`config.mk`:
```
export PLATFORM = sky130hd
export DESIGN_NAME = sort_batch_packer
export DESIGN_NICKNAME = d
export VERILOG_FILES = /design/src/rtl/sort_batch_packer_pkg.sv /design/src/rtl/sort_batch_packer.sv
export SDC_FILE = /design/constraint.sdc
export NUM_CORES = 2
export LEC_CHECK = 0
export BUFFER_PORTS_ARGS = -buffer_cell sky130_fd_sc_hd__buf_2
export CAP_MARGIN = 25
export CORE_MARGIN = 4
export CORE_UTILIZATION = 45
export DETAILED_ROUTE_END_ITERATION = 7
export PLACE_DENSITY = 0.71
export SLEW_MARGIN = 5
export SYNTH_ARGS = -nofsm -noshare
export SYNTH_HDL_FRONTEND = slang
export SYNTH_SLANG_ARGS = --single-unit
export TNS_END_PERCENT = 10
```
`constraint.sdc`:
```
create_clock -name CLK -period 3.4 [get_ports CLK]
set_input_delay 0.68 -clock CLK [delete_from_list [all_inputs] [get_ports CLK]]
set_output_delay 0.68 -clock CLK [all_outputs]
set_load 0.01 [all_outputs]
```
`src/rtl/sort_batch_packer_pkg.sv`:
```
// +---------------------------------------------------------------------------+
// | sort_batch_packer_pkg                                                     |
// | Shared constants and slot-range helper for the packer and bitonic sorter. |
// | Rev 1.0                                                                   |
// +---------------------------------------------------------------------------+
`default_nettype none

package sort_batch_packer_pkg;

    localparam int P_LOG_DEF = 4;
    localparam int DATW_DEF  = 64;
    localparam int KEYW_DEF  = 32;

    // Default-configuration batch geometry, shared with the sorter.
    localparam int                    P       = 1 << P_LOG_DEF;
    localparam int                    CNT_W   = P_LOG_DEF + 1;
    localparam logic [DATW_DEF-1:0]   PAD_REC = {DATW_DEF{1'b1}};

    // Bit offset of slot i inside a packed batch.
    function automatic int slot_base(input int datw, input int i);
        return datw * i;
    endfunction

endpackage

`default_nettype wire

```
`src/rtl/sort_batch_packer.sv`:
```
// +---------------------------------------------------------------------------+
// | sort_batch_packer                                                         |
// | Packs a serial record stream into padded 2^P_LOG-wide sorter batches.     |
// | Rev 1.0                                                                   |
// +---------------------------------------------------------------------------+
`default_nettype none

module sort_batch_packer
    import sort_batch_packer_pkg::*;
#(
    parameter int P_LOG = P_LOG_DEF,
    parameter int DATW  = DATW_DEF,
    parameter int KEYW  = KEYW_DEF
) (
    input  logic                      CLK,
    input  logic                      RST_X,
    input  logic [DATW-1:0]           IDATA,
    input  logic                      IVALID,
    input  logic                      ILAST,
    output logic                      IREADY,
    input  logic                      FLUSH,
    output logic [(DATW<<P_LOG)-1:0]  DOT,
    output logic                      DOTEN,
    output logic [P_LOG:0]            DOTCNT,
    output logic                      DOTLAST
);

    localparam int                 c_P     = 1 << P_LOG;
    localparam int                 c_CNT_W = P_LOG + 1;
    localparam int                 c_DOTW  = DATW << P_LOG;
    localparam logic [DATW-1:0]    c_PAD   = {DATW{1'b1}};
    localparam logic [c_CNT_W-1:0] c_P_CNT = c_CNT_W'(c_P);

    generate
        if (KEYW > DATW || KEYW < 1) begin : g_bad_keyw
            $error("sort_batch_packer: KEYW must lie in 1..DATW");
        end
    endgenerate

    logic [c_CNT_W-1:0] r_cnt;
    logic [DATW-1:0]    r_buf [0:c_P-1];
    logic [c_DOTW-1:0]  r_dot;
    logic               r_doten;
    logic [c_CNT_W-1:0] r_dotcnt;
    logic               r_dotlast;
    logic               r_ready;

    logic               w_accept;
    logic [c_CNT_W-1:0] w_cnt_next;
    logic               w_close;
    logic [DATW-1:0]    w_merged [0:c_P-1];
    logic [c_DOTW-1:0]  w_pack;

    assign w_accept   = IVALID && r_ready;
    assign w_cnt_next = r_cnt + {{(c_CNT_W-1){1'b0}}, w_accept};
    assign w_close    = (w_accept && ((w_cnt_next == c_P_CNT) || ILAST))
                      || (FLUSH && (w_cnt_next != '0));

    // The closing beat never sits in r_buf, so it is merged here on the way out.
    always_comb begin
        for (int i = 0; i < c_P; i++) begin
            w_merged[i] = r_buf[i];
        end
        if (w_accept) begin
            w_merged[r_cnt[P_LOG-1:0]] = IDATA;
        end
        w_pack = '0;
        for (int i = 0; i < c_P; i++) begin
            w_pack[slot_base(DATW, i) +: DATW] = w_merged[i];
        end
    end

    always_ff @(posedge CLK or negedge RST_X) begin
        if (!RST_X) begin
            r_cnt     <= '0;
            r_dot     <= '0;
            r_doten   <= 1'b0;
            r_dotcnt  <= '0;
            r_dotlast <= 1'b0;
            r_ready   <= 1'b0;
            for (int i = 0; i < c_P; i++) begin
                r_buf[i] <= c_PAD;
            end
        end else begin
            r_ready <= 1'b1;
            r_doten <= w_close;
            if (w_close) begin
                r_dot     <= w_pack;
                r_dotcnt  <= w_cnt_next;
                r_dotlast <= w_accept && ILAST;
                r_cnt     <= '0;
                for (int i = 0; i < c_P; i++) begin
                    r_buf[i] <= c_PAD;
                end
            end else if (w_accept) begin
                r_buf[r_cnt[P_LOG-1:0]] <= IDATA;
                r_cnt                   <= w_cnt_next;
            end
        end
    end

    assign IREADY  = r_ready;
    assign DOT     = r_dot;
    assign DOTEN   = r_doten;
    assign DOTCNT  = r_dotcnt;
    assign DOTLAST = r_dotlast;

endmodule

`default_nettype wire

```
==> impl_metrics.tcl <==
set metrics [dict create \
    nets 7851 \
    io_pins 1101 \
    num_rows 158 \
    grt_util_all_layers 0.264 \
    ys_seq_elements 2061 \
    fin_setup_tns_ns 0 \
    multi_input_comb_area_sq_um 24900 \
    maxCapViolations 0 \
    fin_util 0.543 \
    tightest_slew_ns 1.02 \
    synthesis.area_sq_um 84000 \
    cts_resized 0 \
    path_class "reg -> reg" \
    critical_path.top_delay_family "buffers and inverters" \
    wl_per_cell_um 24.9 \
    worst_setup_path_start_kind "register" \
    antenna_found_initial 7 \
    grt_setup_unrepaired "false" \
    drcViolationCount 0 \
    synth_area_leaders "dfstp_2 32%, dfrtp_1 31%, mux2i_1 24%" \
    finalSetupViolCount 0 \
    grt_pass1_vias 56200 \
    die_x_um 440 \
    synth_common_cells "2050 x mux2i_1, 1037 x dfrtp_1, 1029 x inv_1, 1028 x nand2_1, 1024 x dfstp_2" \
    drt_iter0_markers 3585 \
    clkTransAtPathRegs_ns 0.06 \
    synth_top_cell_by_area "dfstp_2" \
    clkLatencyLatePin_ns 0.88 \
    p_leak_nw 47.5 \
    die_h_um 440 \
    seqCellArea_sq_um 52900 \
    yosys_most_used_dff "dfrtp_1" \
    finalNonFillerCells 10400 \
    critPathCaptureType "register" \
    path_buf_inv 5 \
    holdBufCountCts 1 \
    syn_area_per_cell_sq_um 12.7 \
    yosysTopAreaCellShare 0.320 \
    hold_viol 0 \
    syn_nets 6693 \
    hold_slack_ns 0.157 \
    ys_warn_count 0 \
    synthArstFlopShare 1.00 \
    vias 53400 \
    clock.fmax_mhz 320 \
    h-tree-depth 4 \
    place_hpwl_mm 176 \
    numCtsBuffers 206 \
    hold_class "in -> reg" \
    seq_area_frac_synth 0.629 \
    skew_ns 0.0628 \
    final_layout_size_suffix_gt1_frac 0.344 \
    drtPass1Iterations 5 \
    status "completed" \
    synthToLayoutAreaGrowth_pct 19.9 \
    die-area_sq_um 194000 \
    dp_cells 10100 \
    via_per_inst 5.11 \
    ant_nets 0 \
    slew_viol_final 0 \
    yosysMostFrequentCell "mux2i_1" \
    fin_crit_ns 3.12 \
    grt_overflow_total 0 \
    core_area_sq_um 186000 \
    post_cts.repair.setup_buffers 0 \
    grt_max_degree 129 \
    root_buffer "clkbuf_16" \
    cts_tree "yes" \
    max_stage_delay_ns 0.37 \
    min_period_over_period 0.919 \
    clockBufferDepth 3 \
    ir_drop_mv 0.475 \
    slew_headroom 0.323 \
    cp_common_cell "buf_12" \
    ys_types 40 \
    synth_edf_count 0 \
    fillers 15600 \
    start_util 0.453 \
    wl_mm 260 \
    syn_inst 6622 \
    numClockSinks 2061 \
    p_total_mw 54.5 \
    port_buffers 1100 \
    crit_arrival_ns 3.88 \
    grt_pass1_wl_mm 377 \
    crit_chain "nand2_1 -> inv_2 -> ha_1 -> ha_1 -> xor2_1 -> nor3_2 -> and2_1 -> a221oi_4 -> buf_12 -> inv_8 -> buf_12 -> buf_12 -> mux2i_1" \
    crit_required_ns 4.16 \
    slowest_stage "dfrtp_1" \
    powerDensity_nw_per_um2 541 \
    cp_max_fo 23 \
    place.gp.congestion 0.839 \
]
path summary, 6_finish.rpt:
kind / to / depth (start not counted) / startpoint / slack (ns)
max: DOT[808] / 13 / IREADY / 0.28
min: DOTLAST / 3 / ILAST / 0.16
max reg2reg: DOT[808] / 13 / IREADY / 0.28
min reg2reg: DOT[611] / 2 / DOT[611] / 0.51
max in group asynchronous: DOT[793] / 3 / RST_X / 1.75
min in group asynchronous: DOT[634] / 2 / RST_X / 0.40
routing by layer:
metal / track usage / routed length, um
met1: 0.315 / 99200
met2: 0.448 / 130000
met3: 0.0402 / 11900
met4: 0.168 / 18900
met5: 0 / 13
worst register-to-register path, delay by kind of cell (launching register included):
kind / cells / cell delay [ns]
XOR/XNOR: 1 / 0.17
AO/OA/AOI/OAI: 1 / 0.09
buffers and inverters: 5 / 1.08
flip-flops: 1 / 0.37
AND/OR/NAND/NOR: 3 / 0.61
multiplexers: 1 / 0.24
adder cells (fa/ha/maj): 2 / 0.46
stage by stage:
stage / setup WS [ns] / area, sq um
after floorplan: 0.350 / 84000
after global placement: -0.0511 / 93400
after detailed placement: -0.0937 / 93400
after CTS: 0.277 / 101000
after global routing: 0.0909 / 101000
final: 0.277 / 101000
cell families (layout without fill, tap and decap cells):
logic type | count (synthesis) | count (layout) | synth area share
flip-flops | 2061 | 2061 | 0.629
AO/OA/AOI/OAI | 14 | 14 | 0.00130
buffers and inverters | 1431 | 2770 | 0.0761
AND/OR/NAND/NOR | 1057 | 1057 | 0.0481
adder cells (fa/ha/maj) | 2 | 2 | 0.000298
other | 1 | 7 | 0.0000446
XOR/XNOR | 3 | 3 | 0.000491
multiplexers | 2053 | 2053 | 0.245
layout by cell type (no fill, tap or decap), types with 3 or more instances in the layout:
cell        synthesis  final
mux2i_1          2050   2050
buf_2             193   1099
dfrtp_1          1037   1037
inv_1            1029   1029
nand2_1          1028   1027
dfstp_2          1024   1024
clkbuf_16           0    207
buf_4               2    147
buf_12              0    103
clkbuf_1           85     46
clkbuf_8            0     46
clkinv_2            0     36
bufinv_16           0     25
nor2_4              0      9
clkinvlp_4          0      8
diode_2             0      6
clkinv_16           0      6
inv_16              0      5
nor2_1              3      3
clkinv_8            0      3
inv_6               0      3
clkinv_4            0      3
flip-flops by register name (all words and copies together) (netlist names):
signal   cells
DOT       1024
r_buf     1024
DOTCNT       5
r_cnt        5
DOTEN        1
DOTLAST      1
IREADY       1
power by group:
part / leakage [nW] / switching (mW) / internal, mW
clock: 3.60 / 10.1 / 14.2
sequential: 20.0 / 0.352 / 25.2
combinational: 23.9 / 3.06 / 1.60
total: 47.5 / 13.5 / 41.0
area by class of cell:
class | instances | share of cell area
sequential | 2061 | 0.525
clock inverter | 90 | 0.0137
inverter | 1031 | 0.0385
antenna | 6 | 0.000149
clock buffer | 299 | 0.0594
tap | 2480 | 0.0308
timing repair buffer | 1350 | 0.0861
multi-input combinational | 3130 | 0.247
Power figures use the tool's default switching activity.
